[config.mk]
export PLATFORM = sky130hd
export DESIGN_NAME = sound_mixer_accum
export DESIGN_NICKNAME = d
export VERILOG_FILES = /design/src/rtl/sound_mixer_accum_pkg.sv /design/src/rtl/audio_onepole_lpf.sv /design/src/rtl/sound_mixer_accum.sv
export SDC_FILE = /design/constraint.sdc
export NUM_CORES = 1
export LEC_CHECK = 0
export BUFFER_PORTS_ARGS = -buffer_cell sky130_fd_sc_hd__clkbuf_2
export CAP_MARGIN = 20
export CORE_MARGIN = 4
export CORE_UTILIZATION = 32
export DETAILED_ROUTE_END_ITERATION = 8
export GPL_TIMING_DRIVEN = 1
export SLEW_MARGIN = 20
export SYNTH_ARGS = -nofsm -noshare
export SYNTH_HDL_FRONTEND = slang
export SYNTH_SLANG_ARGS = --single-unit
export TNS_END_PERCENT = 100
[constraint.sdc]
create_clock -name clk -period 5.9 [get_ports clk]
set_input_delay 1.18 -clock clk [delete_from_list [all_inputs] [get_ports clk]]
set_output_delay 1.18 -clock clk [all_outputs]
set_load 0.03 [all_outputs]
[src/rtl/sound_mixer_accum_pkg.sv]
// Shared definitions for the sound mixer and its sub-blocks.
//   mix_state_t : mixer sequencing states
//   SAMPLE_W    : audio sample width (unsigned)
//   GAIN_W      : per-channel gain width (unsigned)
//   acc_width() : accumulator width that cannot wrap for a given channel count
package sound_mixer_accum_pkg;

  localparam int SAMPLE_W = 16;
  localparam int GAIN_W   = 4;

  typedef enum logic [2:0] {
    S_IDLE,
    S_ACC,
    S_SAT,
    S_FILT,
    S_OUT
  } mix_state_t;

  // Full-scale sample times full-scale gain, summed over nch channels.
  function automatic int acc_width(input int nch);
    return SAMPLE_W + GAIN_W + $clog2(nch);
  endfunction

endpackage

[src/rtl/audio_onepole_lpf.sv]
// One-pole low-pass filter: y <= y + ((m - y) >>> K), updated when en is high.
//   clk   : clock
//   reset : synchronous active-high, clears y to 0
//   en    : load the next filter value this clock
//   m     : new unsigned input sample
//   y     : filter state / output, unsigned
// K = 0 makes the filter transparent (y takes m on every enabled clock).
module audio_onepole_lpf
  import sound_mixer_accum_pkg::*;
#(
  parameter int K = 0
) (
  input  logic                clk,
  input  logic                reset,
  input  logic                en,
  input  logic [SAMPLE_W-1:0] m,
  output logic [SAMPLE_W-1:0] y
);

  logic [SAMPLE_W-1:0] y_reg;
  logic signed [SAMPLE_W:0] d;
  logic [SAMPLE_W-1:0] y_next;

  // One extra bit keeps the difference signed. The arithmetic shift rounds toward
  // minus infinity, so the step never overshoots m and the sum stays in 0..FFFF,
  // which makes dropping the top bit safe.
  assign d      = $signed({1'b0, m}) - $signed({1'b0, y_reg});
  assign y_next = SAMPLE_W'($signed({1'b0, y_reg}) + (d >>> K));

  always_ff @(posedge clk) begin
    if (reset) begin
      y_reg <= '0;
    end else if (en) begin
      y_reg <= y_next;
    end
  end

  assign y = y_reg;

endmodule

[src/rtl/sound_mixer_accum.sv]
// Time-multiplexed audio mixer. A sample strobe snapshots NCH channels and gains;
// one shared multiplier accumulates channel*gain one channel per clock, the sum is
// scaled by 2^-GAIN_SHIFT and saturated, then passed through a one-pole low-pass.
//   clk          : clock
//   reset        : synchronous active-high; aborts any mix in progress
//   sample_en    : one-clock sample strobe, accepted only when idle
//   sound_enable : 0 mutes audio_out (filter keeps tracking)
//   ch_in        : NCH x 16-bit unsigned channels, channel i at [16*i +: 16]
//   ch_gain      : NCH x 4-bit unsigned gains, channel i at [4*i +: 4]
//   audio_out    : mixed sample, held between updates
//   sample_valid : one-clock pulse when audio_out updates
//   busy         : mixer is not idle
//   overrun      : sticky, a strobe arrived while busy
module sound_mixer_accum
  import sound_mixer_accum_pkg::*;
#(
  parameter int NCH        = 4,
  parameter int GAIN_SHIFT = 3,
  parameter int FILT_K     = 0
) (
  input  logic                       clk,
  input  logic                       reset,
  input  logic                       sample_en,
  input  logic                       sound_enable,
  input  logic [NCH*SAMPLE_W-1:0]    ch_in,
  input  logic [NCH*GAIN_W-1:0]      ch_gain,
  output logic [SAMPLE_W-1:0]        audio_out,
  output logic                       sample_valid,
  output logic                       busy,
  output logic                       overrun
);

  localparam int ACC_W  = acc_width(NCH);
  localparam int IDX_W  = $clog2(NCH);
  localparam int PROD_W = SAMPLE_W + GAIN_W;

  mix_state_t state_reg, state_next;

  logic [IDX_W-1:0]    idx_reg;
  logic [ACC_W-1:0]    acc_reg;
  logic [SAMPLE_W-1:0] m_reg;
  logic [SAMPLE_W-1:0] audio_out_reg;
  logic                sample_valid_reg;
  logic                overrun_reg;

  logic [SAMPLE_W-1:0] ch_slice      [NCH];
  logic [GAIN_W-1:0]   gain_slice    [NCH];
  logic [SAMPLE_W-1:0] snap_ch_reg   [NCH];
  logic [GAIN_W-1:0]   snap_gain_reg [NCH];

  logic [PROD_W-1:0]   prod;
  logic [ACC_W-1:0]    acc_scaled;
  logic [SAMPLE_W-1:0] m_next;
  logic [SAMPLE_W-1:0] y_filt;
  logic                accept;

  for (genvar gi = 0; gi < NCH; gi++) begin : g_unpack
    assign ch_slice[gi]   = ch_in[gi*SAMPLE_W +: SAMPLE_W];
    assign gain_slice[gi] = ch_gain[gi*GAIN_W +: GAIN_W];
  end

  assign accept = (state_reg == S_IDLE) && sample_en;

  // Channel mux into the single shared multiplier.
  assign prod = PROD_W'(snap_ch_reg[idx_reg]) * PROD_W'(snap_gain_reg[idx_reg]);

  // Truncating scale, then clamp anything above 16 bits to full scale.
  assign acc_scaled = acc_reg >> GAIN_SHIFT;
  assign m_next     = (|acc_scaled[ACC_W-1:SAMPLE_W]) ? {SAMPLE_W{1'b1}}
                                                      : acc_scaled[SAMPLE_W-1:0];

  always_ff @(posedge clk) begin
    if (reset) begin
      state_reg <= S_IDLE;
    end else begin
      state_reg <= state_next;
    end
  end

  always_comb begin
    state_next = state_reg;
    unique case (state_reg)
      S_IDLE:  if (sample_en) state_next = S_ACC;
      S_ACC:   if (idx_reg == IDX_W'(NCH - 1)) state_next = S_SAT;
      S_SAT:   state_next = S_FILT;
      S_FILT:  state_next = S_OUT;
      S_OUT:   state_next = S_IDLE;
      default: state_next = S_IDLE;
    endcase
  end

  // Snapshot is plain data; it is only consumed after a fresh capture.
  always_ff @(posedge clk) begin
    if (accept && !reset) begin
      snap_ch_reg   <= ch_slice;
      snap_gain_reg <= gain_slice;
    end
  end

  always_ff @(posedge clk) begin
    if (reset) begin
      idx_reg          <= '0;
      acc_reg          <= '0;
      m_reg            <= '0;
      audio_out_reg    <= '0;
      sample_valid_reg <= 1'b0;
      overrun_reg      <= 1'b0;
    end else begin
      sample_valid_reg <= 1'b0;
      if (sample_en && (state_reg != S_IDLE)) begin
        overrun_reg <= 1'b1;
      end
      unique case (state_reg)
        S_IDLE: begin
          if (sample_en) begin
            acc_reg <= '0;
            idx_reg <= '0;
          end
        end
        S_ACC: begin
          acc_reg <= acc_reg + ACC_W'(prod);
          idx_reg <= idx_reg + 1'b1;
        end
        S_SAT: begin
          m_reg <= m_next;
        end
        S_OUT: begin
          audio_out_reg    <= sound_enable ? y_filt : '0;
          sample_valid_reg <= 1'b1;
        end
        default: ;
      endcase
    end
  end

  audio_onepole_lpf #(
    .K (FILT_K)
  ) u_lpf (
    .clk   (clk),
    .reset (reset),
    .en    (state_reg == S_FILT),
    .m     (m_reg),
    .y     (y_filt)
  );

  assign audio_out    = audio_out_reg;
  assign sample_valid = sample_valid_reg;
  assign busy         = (state_reg != S_IDLE);
  assign overrun      = overrun_reg;

endmodule

==> results of run 1 <==
layer usage:
layer / routed length, um / vias up / track usage
met5: 0 / - / 0
met2: 7990 / 136 / 0.190
met4: 146 / 0 / 0.0259
li1: - / 3183 / -
met3: 953 / 9 / 0.0285
met1: 9320 / 2853 / 0.176
cell usage in the layout (no fill, tap or decap), types with 8 or more instances in the layout:
master / netlist / routed
or2_2: 13 / 13
nor3_1: 23 / 23
and2_1: 59 / 59
edfxtp_1: 80 / 80
nand3_1: 11 / 11
ha_1: 72 / 72
inv_1: 106 / 106
clkbuf_2: 0 / 102
buf_4: 0 / 8
o21ai_1: 12 / 12
xnor2_1: 19 / 19
fa_1: 46 / 46
clkbuf_16: 0 / 17
o21ai_0: 8 / 8
a21o_1: 11 / 11
inv_6: 0 / 8
nand2_1: 48 / 48
a21oi_1: 41 / 41
a22o_1: 27 / 27
a211oi_1: 10 / 10
dfxtp_1: 77 / 76
mux4_2: 20 / 20
xor2_1: 22 / 22
nor2_1: 74 / 72
cell type report:
type / instances / area (um2)
fillers: 2859 / 17900
multi-input cells: 576 / 4900
flip-flops and latches: 157 / 3950
repair buffers: 110 / 571
well taps: 384 / 480
clock buffers: 17 / 425
inverters: 106 / 398
clock inverters: 15 / 126
power by group through the flow:
stage	Sequential [mW]	Clock, mW	Combinational [mW]
2_1_floorplan	1.27	0	1.08
3_3_place_gp	1.29	0	1.32
3_5_place_dp	1.29	0	1.33
4_1_cts	1.26	1.06	1.34
5_1_grt	1.27	1.11	1.52
6_report	1.26	1.03	1.33
per-stage QoR:
step / power [mW] / utilization / hold slack, ps / area, um2 / setup WS [ps]
6_report: 3.62 / 0.377 / 468 / 10800 / 739
5_1_grt: 3.90 / 0.377 / 489 / 10800 / 395
2_1_floorplan: 2.35 / - / 432 / 9350 / 437
4_1_cts: 3.67 / 0.377 / 469 / 10800 / 666
3_5_place_dp: 2.62 / 0.358 / 460 / 10300 / 683
3_3_place_gp: 2.60 / 0.358 / 445 / 10300 / 691
tightest hold or removal path, stage by stage, from the launching register on:
cell and delay [ps]:
dfxtp_1 310, nand2_1 50, a21oi_1 60
final timing paths:
kind | end | from | slack (ps)
setup reg to reg | acc_reg[14]$_SDFFE_PP0P_ | idx_reg[0]$_SDFFE_PP0P_ | 740
setup / recovery | acc_reg[14]$_SDFFE_PP0P_ | idx_reg[0]$_SDFFE_PP0P_ | 740
hold reg to reg | u_lpf.y[0]$_SDFFE_PP0P_ | u_lpf.y[0]$_SDFFE_PP0P_ | 470
hold / removal | u_lpf.y[0]$_SDFFE_PP0P_ | u_lpf.y[0]$_SDFFE_PP0P_ | 470
logic make-up after synthesis:
kind of cell | synth area share
mux | 0.0504
xor+xnor | 0.0384
compound gates | 0.107
simple gates | 0.132
flops | 0.422
buf+inv | 0.0553
fa+ha+maj | 0.195
==> reports/qor.yml, run 1 <==
synthTopCellsByArea: "edfxtp_1, dfxtp_1, fa_1"
synth_enable_flop_cells: 80
area_delta_synth_final_pct: 16.0
critPathKind: "reg2reg"
hpwl_mm: 14.5
largest_register_ffs: 64
synth_warnings: 0
synthesis.area_um2: 9350
slew_headroom: 0.294
drt_wl_total_mm: 18.4
reg2reg_depth: 16
powerDensity_nw_per_um2: 334
finalNonFillerCells: 1365
crit_arrival_ps: 5470
tightest_slew_ps: 1060
power_frac_comb: 0.367
setup_tns_ps: 0
hold_depth: 2
drc: 0
ys_ff_latch: 157
root_buffer: "clkbuf_16"
path_clk_slew_ps: 70
p_switching_mw: 1.29
numCtsBuffers: 17
postSynthAreaPerCell_um2: 10.8
drt-initial-drc-count: 291
track_usage: 0.123
dp.cells: 1333
yosysMostFrequentCell: "inv_1"
syn_nets: 1070
layout-drive-gt1-share: 0.188
viasPerCell: 4.53
cp_top_family: "adder cells"
diodes: 0
core_um2: 28800
io_pins: 103
status: "finished, final reports clean"
cts_repair_resize_count: 0
endpoint_kind: "flip-flop"
num_rows: 62
critical-path-max-stage-delay_ps: 590
nNetsFinal: 1170
synthTopCellsByCount: "inv_1, edfxtp_1, dfxtp_1, nor2_1, ha_1"
min_path_type: "reg2reg"
critPathMaxFanout: 14
grt_pass1_vias: 6403
synth_flop_cell: "edfxtp_1"
grt_first_pass_wirelength_mm: 31.8
synth.distinct_cells: 60
tritoncts: "done"
chipHeight_um: 179
crit_slowest_cell: "dfxtp_2"
cts_max_path_buffers: 2
avgRoutedWirePerCell_um: 13.5
clk_latency_ps: 420
numPortBuffers: 102
start_util: 0.325
hold_buffers: 0
cts_setup_buffers: 0
rsz0062_at_grt: "false"
power.internal_mw: 2.33
antenna_found_initial: 0
power_frac_clock: 0.285
hold_viol: 0
setup_violations: 0
grt_overflow: 0
place.gp.congestion: 0.868
cts.sinks: 157
die_x_um: 179
syn_inst: 868
synth_top_cell_by_area: "edfxtp_1"
dieArea_um2: 32000
path_depth: 16
timing.final.crit_share: 0.875
sequentialPowerShare: 0.349
path_common_cell: "fa_1"
cts.htree.levels: 4
netlist.area_leader.share: 0.257
seq_area_frac_synth: 0.422
final.setup_skew_ps: 8.76
ir_drop_mv: 0.234
async_flop_share: 0
via_count: 6181
ant_nets: 0
drt-pass1-iter-count: 4
fmax_ghz: 0.194
maxCapViolations: 0
slew_violations: 0
p_leak_nw: 4.66
grt_max_degree: 39
switching_share: 0.356
period_minus_slack_ps: 5160
crit_buf_inv: 3
startpoint_type: "flip-flop"
worstPathCellList: "buf_4 > mux4_2 > and2_1 > fa_1 > fa_1 > inv_1 > fa_1 > inv_1 > ha_1 > a211o_1 > a221o_1 > a21oi_2 > nor2_2 > a311oi_2 > xnor2_1 > a22o_1"
crit_required_ps: 6210
Note: power is estimated with default switching activity, not from simulation.
==> run 2: changes to the inputs <==
--- a/config.mk
+++ b/config.mk
@@ -11,6 +11,7 @@
 export CORE_UTILIZATION = 32
 export DETAILED_ROUTE_END_ITERATION = 8
 export GPL_TIMING_DRIVEN = 1
+export PLACE_DENSITY = 0.51
 export SLEW_MARGIN = 20
 export SYNTH_ARGS = -nofsm -noshare
 export SYNTH_HDL_FRONTEND = slang
==> reports/qor.yml, run 2 (same netlist as run 1, synthesis figures left out) <==
dieArea_um2: 32000  # unchanged
worstPathCellList: "buf_4 > mux4_2 > and2_1 > fa_1 > fa_1 > inv_1 > fa_1 > inv_1 > ha_1 > o21a_1 > a221o_1 > a21oi_2 > nor2_2 > a311oi_2 > xnor2_1 > a22o_1"  # was buf_4 > mux4_2 > and2_1 > fa_1 > fa_1 > inv_1 > fa_1 > inv_1 > ha_1 > a211o_1 > a221o_1 > a21oi_2 > nor2_2 > a311oi_2 > xnor2_1 > a22o_1
finalNonFillerCells: 1365  # unchanged
rsz0062_at_grt: "false"  # unchanged
place.gp.congestion: 0.849  # was 0.868
final_common_cell: "inv_1"  # unchanged
setup_tns_ps: 0  # unchanged
cts_setup_buffers: 0  # unchanged
drt-initial-drc-count: 272  # was 291
mostFrequentLayoutCells: "inv_1, clkbuf_2, edfxtp_1"  # unchanged
period_minus_slack_ps: 5250  # was 5160 ps
critical-path-max-stage-delay_ps: 670  # was 590 ps
cts.sinks: 157  # unchanged
slew_headroom: 0.401  # was 0.294
endpoint_kind: "flip-flop"  # unchanged
status: "finished, final reports clean"  # unchanged
timing.final.crit_share: 0.890  # was 0.875
grt_first_pass_wirelength_mm: 31.6  # was 31.8 mm
ir_drop_mv: 0.190  # was 0.234 mV
die_x_um: 179  # unchanged
path_clk_slew_ps: 60  # was 70 ps
grt_max_degree: 56  # was 39
tightest_slew_ps: 898  # was 1060 ps
powerDensity_nw_per_um2: 341  # was 334 nW/um2
maxCapViolations: 0  # unchanged
diodes: 0  # unchanged
largest_register_ffs: 64  # unchanged
numPortBuffers: 102  # unchanged
num_rows: 62  # unchanged
min_path_type: "reg2reg"  # unchanged
viasPerCell: 4.49  # was 4.53
r2r_start: "idx_reg[0]$_SDFFE_PP0P_"  # unchanged
area_delta_synth_final_pct: 16.6  # was 16.0%
track_usage: 0.123  # about the same
crit_slowest_cell: "dfxtp_2"  # unchanged
fin_util: 0.379  # was 0.377
critPathMaxFanout: 17  # was 14
drc: 0  # unchanged
io_pins: 103  # unchanged
setup_violations: 0  # unchanged
switching_share: 0.341  # was 0.356
power_mw: 3.72  # was 3.62 mW
p_switching_mw: 1.27  # was 1.29 mW
cts_max_path_buffers: 2  # unchanged
via_count: 6124  # was 6181
avgRoutedWirePerCell_um: 13.6  # was 13.5 um
hold_viol: 0  # unchanged
worstSetupEndpoint: "acc_reg[14]$_SDFFE_PP0P_"  # unchanged
worst-r2r-setup-slack_ps: 650  # was 740 ps
final.setup_skew_ps: 15.2  # was 8.76 ps
cts_repair_resize_count: 0  # unchanged
drt_wl_total_mm: 18.5  # was 18.4 mm
drt-pass1-iter-count: 4  # unchanged
timing.rr.end: "acc_reg[14]$_SDFFE_PP0P_"  # unchanged
slew_violations: 0  # unchanged
crit_arrival_ps: 5560  # was 5470 ps
pre_cts_slack_ps: 583  # was 683 ps
root_buffer: "clkbuf_16"  # unchanged
power.internal_mw: 2.45  # was 2.33 mW
core_um2: 28800  # unchanged
n_fill_cell: 2877  # was 2859
sequentialPowerShare: 0.339  # was 0.349
grt_pass1_vias: 6334  # was 6403
clk_latency_ps: 420  # about the same
crit_required_ps: 6210  # about the same
antenna_found_initial: 0  # unchanged
power_frac_clock: 0.307  # was 0.285
timing.final.ws_setup_ps: 646  # was 739 ps
cts.htree.levels: 4  # unchanged
critPathKind: "reg2reg"  # unchanged
start_util: 0.325  # unchanged
reg2reg_depth: 16  # unchanged
fmax_ghz: 0.190  # was 0.194 GHz
nNetsFinal: 1170  # unchanged
layout-drive-gt1-share: 0.187  # was 0.188
power_frac_comb: 0.355  # was 0.367
ant_nets: 0  # unchanged
chipHeight_um: 179  # unchanged
hold_buffers: 0  # unchanged
dp.cells: 1333  # unchanged
path_common_cell: "fa_1"  # unchanged
p_leak_nw: 4.68  # was 4.66 nW
crit_path_start: "idx_reg[0]$_SDFFE_PP0P_"  # unchanged
grt_overflow: 0  # unchanged
startpoint_type: "flip-flop"  # unchanged
numCtsBuffers: 17  # unchanged
tritoncts: "done"  # unchanged
hpwl_mm: 14.5  # about the same
==> run 2: final cells by class <==
cell class,instances,area [um2],share of cell area
multi-input cells,576,4900,0.449
flip-flops and latches,157,3950,0.362
repair buffers,110,571,0.0523
well taps,384,480,0.0441
clock buffers,17,425,0.0390
inverters,106,398,0.0365
clock inverters,15,185,0.0170
==> run 2: critical path, delay by kind of cell, from the launching register on <==
kind | cells | cell delay (ps)
AOI/OAI and AO/OA | 5 | 1250
xor gates and xnor gates | 1 | 90
adders and majority gates | 4 | 1890
buffers and inverters | 3 | 390
DFF | 1 | 670
muxes | 1 | 560
and+or+nand+nor | 2 | 290
==> run 2: power by group through the flow <==
stage / combinational (mW) / clock [mW] / sequential (mW)
after floorplan: 1.08 / 0 / 1.27
after global placement: 1.33 / 0 / 1.29
after detailed placement: 1.33 / 0 / 1.29
after CTS: 1.34 / 1.18 / 1.26
after global routing: 1.51 / 1.22 / 1.27
final: 1.32 / 1.14 / 1.26
==> run 2: how the worst min path moves through the flow <==
stage / start / end / depth (start not counted)
finish: u_lpf.y[0]$_SDFFE_PP0P_ / u_lpf.y[0]$_SDFFE_PP0P_ / 2
global route: u_lpf.y[0]$_SDFFE_PP0P_ / u_lpf.y[0]$_SDFFE_PP0P_ / 2
CTS: u_lpf.y[0]$_SDFFE_PP0P_ / u_lpf.y[0]$_SDFFE_PP0P_ / 2
detailed placement: u_lpf.y[0]$_SDFFE_PP0P_ / u_lpf.y[0]$_SDFFE_PP0P_ / 2
global placement: u_lpf.y[0]$_SDFFE_PP0P_ / u_lpf.y[0]$_SDFFE_PP0P_ / 2
floorplan: m_reg[0]$_SDFFE_PP0N_ / u_lpf.y[0]$_SDFFE_PP0P_ / 2
==> run 2: metrics by stage <==
stage	cell area [um2]	hold WS (ps)
2_1_floorplan	9350	432
3_3_place_gp	10300	445
3_5_place_dp	10300	450
4_1_cts	10900	459
5_1_grt	10900	479
6_report	10900	455
==> run 2: routing by layer <==
metal / track usage / routed length (um) / vias to the layer above / share of wire
li1: - / - / 3184 / -
met1: 0.177 / 9480 / 2800 / 0.51
met2: 0.190 / 8070 / 129 / 0.44
met3: 0.0253 / 851 / 11 / 0.046
met4: 0.0294 / 140 / 0 / 0.0075
met5: 0 / 0 / - / 0
